$ cat config.mk
export PLATFORM = sky130hd
export DESIGN_NAME = fp_sgnj_pipe
export DESIGN_NICKNAME = d
export VERILOG_FILES = /design/src/rtl/fp_sgnj_pipe.sv
export SDC_FILE = /design/constraint.sdc
export NUM_CORES = 1
export LEC_CHECK = 0
export ABC_CLOCK_PERIOD_IN_PS = 9330
export BUFFER_PORTS_ARGS = -buffer_cell sky130_fd_sc_hd__buf_2
export CAP_MARGIN = 20
export CORE_ASPECT_RATIO = 1.1
export CORE_MARGIN = 1
export CORE_UTILIZATION = 46
export DETAILED_ROUTE_END_ITERATION = 12
export PLACE_DENSITY_LB_ADDON = 0.3
export SYNTH_ARGS = -nofsm -noshare
export SYNTH_HDL_FRONTEND = slang
export SYNTH_SLANG_ARGS = --single-unit
$ cat constraint.sdc
create_clock -name clk -period 9.33 [get_ports clk]
set_input_delay 1.866 -clock clk [delete_from_list [all_inputs] [get_ports clk]]
set_output_delay 1.866 -clock clk [all_outputs]
set_load 0.01 [all_outputs]
$ cat src/rtl/fp_sgnj_pipe.sv
`default_nettype none
// ============================================================================
//  Module      : fp_sgnj_pipe
//  Description : Pipelined multi-lane floating-point sign injection unit
//                (FSGNJ / FSGNJN / FSGNJX) for single, double and half
//                precision. Narrow operands are NaN-box checked on entry and
//                narrow results are NaN-boxed on exit (NANBOX=1) or zero
//                filled (NANBOX=0). Results travel through a STAGES-deep
//                register pipeline with a valid/ready handshake, global
//                stall and synchronous flush.
//
//  Ports
//    clk                     : clock, rising edge
//    rst                     : asynchronous active-high reset
//    fp_sgnj_pipe_i_flush    : drop every in-flight operation at next edge
//    fp_sgnj_pipe_i_valid    : input operation valid
//    fp_sgnj_pipe_o_ready    : an operation can be accepted this cycle
//    fp_sgnj_pipe_i_data1    : magnitude source, lane k at [64k+63:64k]
//    fp_sgnj_pipe_i_data2    : sign source, same layout
//    fp_sgnj_pipe_i_fmt      : 0 single, 1 double, 2 half, 3 illegal
//    fp_sgnj_pipe_i_rm       : 0 SGNJ, 1 SGNJN, 2 SGNJX, others illegal
//    fp_sgnj_pipe_i_mask     : per-lane enable (disabled lanes read 0)
//    fp_sgnj_pipe_i_tag      : opaque tag travelling with the operation
//    fp_sgnj_pipe_o_valid    : result valid
//    fp_sgnj_pipe_i_ready    : downstream takes the result this cycle
//    fp_sgnj_pipe_o_result   : result lanes
//    fp_sgnj_pipe_o_tag      : tag of the presented result
//    fp_sgnj_pipe_o_illegal  : fmt or rm of the presented result was illegal
//
//  Parameters
//    LANES  : number of 64-bit lanes
//    STAGES : pipeline depth / latency, legal range 1..4
//    TAG_W  : tag width
//    NANBOX : 1 = NaN-box check and boxing, 0 = zero fill, no check
//
//  Revision    : 1.0 - initial release
// ============================================================================
module fp_sgnj_pipe #(
    parameter int LANES  = 2,
    parameter int STAGES = 2,
    parameter int TAG_W  = 8,
    parameter int NANBOX = 1
) (
    input  logic                  clk,
    input  logic                  rst,
    input  logic                  fp_sgnj_pipe_i_flush,
    input  logic                  fp_sgnj_pipe_i_valid,
    output logic                  fp_sgnj_pipe_o_ready,
    input  logic [LANES*64-1:0]   fp_sgnj_pipe_i_data1,
    input  logic [LANES*64-1:0]   fp_sgnj_pipe_i_data2,
    input  logic [1:0]            fp_sgnj_pipe_i_fmt,
    input  logic [2:0]            fp_sgnj_pipe_i_rm,
    input  logic [LANES-1:0]      fp_sgnj_pipe_i_mask,
    input  logic [TAG_W-1:0]      fp_sgnj_pipe_i_tag,
    output logic                  fp_sgnj_pipe_o_valid,
    input  logic                  fp_sgnj_pipe_i_ready,
    output logic [LANES*64-1:0]   fp_sgnj_pipe_o_result,
    output logic [TAG_W-1:0]      fp_sgnj_pipe_o_tag,
    output logic                  fp_sgnj_pipe_o_illegal
);

    // ------------------------------------------------------------------
    // Encodings and constants
    // ------------------------------------------------------------------
    localparam logic [1:0]  c_FMT_S    = 2'd0;
    localparam logic [1:0]  c_FMT_D    = 2'd1;
    localparam logic [1:0]  c_FMT_H    = 2'd2;

    localparam logic [2:0]  c_RM_SGNJ  = 3'd0;
    localparam logic [2:0]  c_RM_SGNJN = 3'd1;
    localparam logic [2:0]  c_RM_SGNJX = 3'd2;

    localparam logic [31:0] c_QNAN_S   = 32'h7FC0_0000;
    localparam logic [15:0] c_QNAN_H   = 16'h7E00;

    // Fill pattern for the bits above a narrow result.
    localparam logic [63:0] c_FILL     = (NANBOX != 0) ? {64{1'b1}} : 64'h0;

    // ------------------------------------------------------------------
    // Replace an improperly boxed narrow operand by the canonical NaN of
    // its format. Upper bits of the returned value are don't-care for the
    // injection step, which only looks at the low format bits.
    // ------------------------------------------------------------------
    function automatic logic [63:0] unbox(
        input logic [63:0] op,
        input logic [1:0]  fmt
    );
        logic [63:0] v;
        v = op;
        if (NANBOX != 0) begin
            if ((fmt == c_FMT_S) && !(&op[63:32])) begin
                v = {32'h0, c_QNAN_S};
            end else if ((fmt == c_FMT_H) && !(&op[63:16])) begin
                v = {48'h0, c_QNAN_H};
            end
        end
        return v;
    endfunction

    // ------------------------------------------------------------------
    // Sign injection on already-unboxed operands. Illegal fmt/rm return
    // zero so that the caller only has to gate by lane mask.
    // ------------------------------------------------------------------
    function automatic logic [63:0] inject(
        input logic [63:0] a,
        input logic [63:0] b,
        input logic [1:0]  fmt,
        input logic [2:0]  rm
    );
        logic        s1;
        logic        s2;
        logic        s;
        logic [63:0] r;

        case (fmt)
            c_FMT_S: begin s1 = a[31]; s2 = b[31]; end
            c_FMT_D: begin s1 = a[63]; s2 = b[63]; end
            c_FMT_H: begin s1 = a[15]; s2 = b[15]; end
            default: begin s1 = 1'b0;  s2 = 1'b0;  end
        endcase

        case (rm)
            c_RM_SGNJ:  s = s2;
            c_RM_SGNJN: s = ~s2;
            c_RM_SGNJX: s = s1 ^ s2;
            default:    s = 1'b0;
        endcase

        case (fmt)
            c_FMT_S: r = {c_FILL[63:32], s, a[30:0]};
            c_FMT_D: r = {s, a[62:0]};
            c_FMT_H: r = {c_FILL[63:16], s, a[14:0]};
            default: r = 64'h0;
        endcase
        return r;
    endfunction

    // ------------------------------------------------------------------
    // Combinational front end, registered into stage 0
    // ------------------------------------------------------------------
    logic                w_fmt_ok;
    logic                w_rm_ok;
    logic                w_illegal;
    logic [LANES*64-1:0] w_result;

    assign w_fmt_ok  = (fp_sgnj_pipe_i_fmt != 2'd3);
    assign w_rm_ok   = (fp_sgnj_pipe_i_rm <= c_RM_SGNJX);
    assign w_illegal = ~(w_fmt_ok & w_rm_ok);

    for (genvar k = 0; k < LANES; k++) begin : g_lane
        logic [63:0] w_op1;
        logic [63:0] w_op2;

        // The box check applies to each operand independently.
        assign w_op1 = unbox(fp_sgnj_pipe_i_data1[64*k +: 64], fp_sgnj_pipe_i_fmt);
        assign w_op2 = unbox(fp_sgnj_pipe_i_data2[64*k +: 64], fp_sgnj_pipe_i_fmt);

        assign w_result[64*k +: 64] = (fp_sgnj_pipe_i_mask[k] && !w_illegal)
                                    ? inject(w_op1, w_op2, fp_sgnj_pipe_i_fmt, fp_sgnj_pipe_i_rm)
                                    : 64'h0;
    end

    // ------------------------------------------------------------------
    // Pipeline: all stages move together whenever the last stage is empty
    // or being consumed. Bubbles are intentionally kept in place so the
    // latency of every operation is exactly STAGES cycles when unstalled.
    // ------------------------------------------------------------------
    logic [STAGES-1:0]   r_v;
    logic [LANES*64-1:0] r_data [STAGES];
    logic [TAG_W-1:0]    r_tag  [STAGES];
    logic                r_ill  [STAGES];

    logic                w_adv;
    logic                w_accept;

    assign w_adv    = ~r_v[STAGES-1] | fp_sgnj_pipe_i_ready;
    assign w_accept = fp_sgnj_pipe_i_valid & fp_sgnj_pipe_o_ready;

    always_ff @(posedge clk or posedge rst) begin
        if (rst) begin
            r_v <= '0;
            for (int i = 0; i < STAGES; i++) begin
                r_data[i] <= '0;
                r_tag[i]  <= '0;
                r_ill[i]  <= 1'b0;
            end
        end else begin
            // Flush wins over both accept and stall.
            if (fp_sgnj_pipe_i_flush) begin
                r_v <= '0;
            end else if (w_adv) begin
                r_v[0] <= w_accept;
                for (int i = 1; i < STAGES; i++) begin
                    r_v[i] <= r_v[i-1];
                end
            end

            // Payload follows the valid bits; its content is irrelevant
            // wherever the matching valid bit is clear.
            if (w_adv) begin
                r_data[0] <= w_result;
                r_tag[0]  <= fp_sgnj_pipe_i_tag;
                r_ill[0]  <= w_illegal;
                for (int i = 1; i < STAGES; i++) begin
                    r_data[i] <= r_data[i-1];
                    r_tag[i]  <= r_tag[i-1];
                    r_ill[i]  <= r_ill[i-1];
                end
            end
        end
    end

    assign fp_sgnj_pipe_o_ready   = w_adv & ~fp_sgnj_pipe_i_flush;
    assign fp_sgnj_pipe_o_valid   = r_v[STAGES-1];
    assign fp_sgnj_pipe_o_result  = r_data[STAGES-1];
    assign fp_sgnj_pipe_o_tag     = r_tag[STAGES-1];
    assign fp_sgnj_pipe_o_illegal = r_ill[STAGES-1];

endmodule
`default_nettype wire

---- After elaboration in Yosys (flattened, before gate mapping) ----
Index checks and enable logic that the tools add are counted.
storage, ports and cells
  register bits ........................... 276
  input port bits ......................... 276
  logic and storage cells ................. 73
cells by class
  magnitude comparators ................... 1
  equality and inequality tests ........... 5
  multiplexer cells ....................... 20
  bitwise logic cells ..................... 11
  reductions and logical operators ........ 29
operators by type and width
  kind                count
  $mux 64             10
  $pmux 64 s3         2
  $reduce_and 48->1   4
  $reduce_and 32->1   4
  $pmux 1 s3          6
  $logic_and 1x1->1   10
  $logic_not 1->1     8
  $not 1->1           5
  $mux 2              2
  $and 1x1->1         3
  $eq 3x1->1 const B  1
  $eq 3x2->1 const B  1
  $le 3x2->1 const B  1
  $logic_not 3->1     1
  $eq 2x1->1 const B  1
  $eq 2x2->1 const B  1
  $logic_not 2->1     1
  $ne 2x2->1 const B  1
  $reduce_bool 2->1   1
  $xor 1x1->1         2
  $or 1x1->1          1

---- Logic depth before layout (Yosys ltp) ----
  depth after elaboration ................. 10
  gate-level depth with buffers ........... 9

---- Least setup slack after synthesis ----
Ideal clock, no wire load.
  path kind ............................... in2out
  start ................................... in fp_sgnj_pipe_i_ready
  end ..................................... out fp_sgnj_pipe_o_ready
  arrival ................................. 3.214 ns
  required time ........................... 7.464 ns
  slack ................................... 4.250 ns
  cell stages on the path ................. 6
  path through ............................ nor2b_1 clkbuf_1 clkbuf_1 clkbuf_1 clkbuf_1 nor2_1
between the ends
  longest elaborated chain between the ends .. 2
RTL lines
  what             line  source
  start, declared  56    input logic fp_sgnj_pipe_i_ready,
  $or 1x1->1       176   assign w_adv = ~r_v[STAGES-1] | fp_sgnj_pipe_i_ready;
  $and 1x1->1      213   assign fp_sgnj_pipe_o_ready = w_adv & ~fp_sgnj_pipe_i_flush;
  end, declared    48    output logic fp_sgnj_pipe_o_ready,
No other way between the ends.

---- Worst setup path after layout ----
  start ................................... in fp_sgnj_pipe_i_fmt[0]
  end ..................................... reg r_data[200] in the netlist's numbering
between the ends
  longest elaborated chain between the ends .. 6
  elaborated cells on any way between the ends .. 12
RTL lines
  what                           line     source
  start, declared                51       input logic [1:0] fp_sgnj_pipe_i_fmt,
  $eq 2x2->1                     93, 129
  $logic_and 1x1->1              93       end else if ((fmt == c_FMT_H) && !(&op[63:16])) begin
  $mux 64                        93
  $mux 64                        91       if ((fmt == c_FMT_S) && !(&op[63:32])) begin
  $pmux 64 s3                    129      case (fmt)
  $mux 64 *                      159      ? inject(w_op1, w_op2, fp_sgnj_pipe_i_fmt, fp_sgnj_pipe_i_rm)
  end signal, assigned by index  205      r_data[i] <= r_data[i-1];
  end, declared                  169      logic [LANES*64-1:0] r_data [STAGES];
Every way passes the cells marked *; elsewhere a longest branch is shown, timed or not.
A chain may end at the register's enable or synchronous reset.

==> results.yml <==
worst_hold_path:
  worstHoldPathType: "flip-flop to flip-flop"
  hold_depth: 2
clocking:
  holdBufCountCts: 0
  clock-sinks: 276
  clockRootBuffer: "clkbuf_16"
  htree_levels: 1
  post_cts_buffers: 0
  ctsResizeCount: 0
  cts_buffer_depth: 3
  insertion_delay_ns: 0.55
  tritoncts: "built"
  path_clk_slew_ns: 0.06
  cts_made_buffers: 29
timing:
  skew_ns: 0.0244
  fmaxAchievable_mhz: 237
  final.period_utilization: 0.453
  fin_hold_ws_ns: 0.474
  final_max_slew_viol_count: 0
  period_minus_slack_ns: 4.23
  setup_slack_ns: 5.10
  final-setup-viol-count: 0
  finalSetupTns_ns: 0
  worst_pin_slew_ns: 1.39
  hold_viol: 0
  rsz0062_at_grt: "no"
  slew_headroom: 0.0709
floorplanning:
  core_area_mm2: 0.0262
  start_util: 0.469
  die_h_um: 173
  die_x_um: 158
  row_count: 62
  die_area_mm2: 0.0274
  io_pins: 415
setup_path:
  cp-start-kind: "input pin"
  cp_top_family: "buffers and inverters"
  crit_arrival_ns: 4.66
  crit_buf_inv: 3
  crit_required_ns: 9.76
  setup.worst_path.end_class: "flip-flop"
  cp_slowest_cell: "a31oi_1"
  crit_cells: 7
  path_cells: "buf_2 > buf_4 > inv_2 > nand2_1 > a31oi_1 > nor2_1 > a22o_1"
  r2r_cells: 10
  crit_type: "input pin to flip-flop"
  cp_slowest_stage_delay_ns: 0.70
  worstPathMaxFanout: 43
synth:
  synth_flop_cell: "dfrtp_1"
  seq_area_frac_synth: 0.562
  syn_nets: 1370
  syn_area_per_cell_um2: 11.2
  netlist_instances: 1094
  synth_cell_types: 41
  yosysWarningCount: 0
  synth_enable_flop_cells: 0
  synth-seq-cells: 276
  syn_area_mm2: 0.0123
  async_flop_share: 1.00
pwr:
  leakage_nw: 7.55
  power.density_mw_per_mm2: 189
  ir_worst_vdd_mv: 0.109
drt:
  first_pass_iters: 5
  drc: 0
  viasPerCell: 5.12
  wl_per_cell_um: 17.5
  routed_wl_mm: 29.9
  antenna_left: 0
  drt_iter0_drc: 538
  vias: 8744
placement:
  gp_congestion: 0.864
  place_hpwl_mm: 21.0
  dp_slack_ns: 4.39
  port_buffers: 384
layout:
  final_nets: 1603
  fin_util: 0.556
  layout_common_cells: "buf_2, dfrtp_1, mux2_2"
  drive_gt1_frac: 0.443
  syn_to_final_growth_pct: 18.6
  fillers: 2363
  layout_commonest_cell: "buf_2"
global_routing:
  grt_max_degree: 228
  antenna_found_initial: 9
  grt_pass1_vias: 8732
  grt_pass1_wl_mm: 46.8
  grt_overflow: 0
  grt_usage: 0.218
flow_run:
  timing.max_cap.violations: 0
status:
  status: "finished, final reports clean"
[sequential cells by signal (all words and copies together), names as in the netlist]
signal	count
r_tag	8
r_data	128
fp_sgnj_pipe_o_tag	8
r_ill	1
fp_sgnj_pipe_o_illegal	1
r_v	2
fp_sgnj_pipe_o_result	128
[metrics by stage]
step | std cells | instance area (µm²) | power (mW)
floorplan | 1094 | 12300 | 1.48
global placement | 1648 | 13500 | 1.57
detailed placement | 1648 | 13500 | 1.57
CTS | 1702 | 14600 | 2.79
global route | 1706 | 14600 | 2.87
finish | 1708 | 14600 | 2.75
[layout make-up]
cell class                      count  area (µm²)  area share
Antenna cell                        6        15.0     0.00103
Inverter                           30         116     0.00798
Timing Repair Buffer              395        2030       0.139
Sequential cell                   276        6910       0.474
Multi-Input combinational cell    595        4050       0.278
Clock buffer                       41         851      0.0584
Clock inverter                     13         171      0.0118
Tap cell                          352         440      0.0302
[Yosys cell counts, types with 2 or more instances]
| library cell | number | area share |
|---|---|---|
| nand4b_1 | 2 | 0.0014 |
| a21o_1 | 4 | 0.0024 |
| mux2_2 | 144 | 0.13 |
| o31a_1 | 2 | 0.0014 |
| and2_1 | 4 | 0.0020 |
| clkbuf_1 | 56 | 0.017 |
| o21ai_1 | 50 | 0.020 |
| mux2i_1 | 3 | 0.0024 |
| or4_1 | 2 | 0.0012 |
| o21ai_0 | 57 | 0.023 |
| o31ai_1 | 4 | 0.0024 |
| dfrtp_1 | 276 | 0.56 |
| buf_4 | 136 | 0.083 |
| a21oi_1 | 26 | 0.011 |
| a22o_1 | 44 | 0.031 |
| inv_1 | 29 | 0.0089 |
| nor2b_1 | 3 | 0.0015 |
| nand4_1 | 44 | 0.022 |
| xnor2_1 | 2 | 0.0014 |
| nor2_1 | 78 | 0.024 |
| nand3_1 | 5 | 0.0020 |
| nor4_1 | 9 | 0.0046 |
| nand2_1 | 96 | 0.029 |
[worst reg2reg max path, stage by stage (launching register included)]
cell and delay, ns:
dfrtp_1 0.38, nor2b_4 0.13, buf_4 0.29, a2111oi_2 0.40
buf_4 0.21, and2_1 0.12, buf_4 0.33, o21ai_1 0.12
buf_4 0.21, nor2_1 0.58, a22o_1 0.25
[power breakdown]
group | internal, mW | total (mW) | switching, mW
Clock | 0.743 | 1.21 | 0.462
Combinational | 0.117 | 0.266 | 0.149
Sequential | 1.25 | 1.28 | 0.0279
Total | 2.12 | 2.75 | 0.639
[logic make-up (layout without fill, tap and decap cells)]
family	Yosys count	count (layout)	synth area share
mux	147	147	0.134
xor+xnor	3	3	0.00214
buf+inv	223	479	0.110
simple gates	247	247	0.0909
other cells	0	6	0
flops	276	276	0.562
compound gates	198	198	0.101
[layer usage]
metal / global-route usage / up-vias / part of all wire
met4: 0.0643 / 6 / 0.019
met2: 0.351 / 273 / 0.48
met1: 0.291 / 4283 / 0.43
li1: - / 4143 / -
met3: 0.0530 / 39 / 0.072
met5: 0 / - / 0.0012
[path summary, 6_finish.rpt]
check | slack (ns) | endpoint | start
worst max-delay path | 5.10 | r_data[200]$_DFFE_PP0N_ | fp_sgnj_pipe_i_fmt[0]
worst min-delay path | 0.47 | r_data[238]$_DFFE_PP0N_ | r_data[238]$_DFFE_PP0N_
worst max register to register | 6.26 | r_data[128]$_DFFE_PP0N_ | r_v[1]$_DFFE_PP0P_
worst min register to register | 0.47 | r_data[238]$_DFFE_PP0N_ | r_data[238]$_DFFE_PP0N_
max in group asynchronous | 6.39 | r_data[223]$_DFFE_PP0N_ | rst
min in group asynchronous | 1.52 | fp_sgnj_pipe_o_tag[0]$_DFFE_PP0N_ | rst
Power figures use the tool's default switching activity.
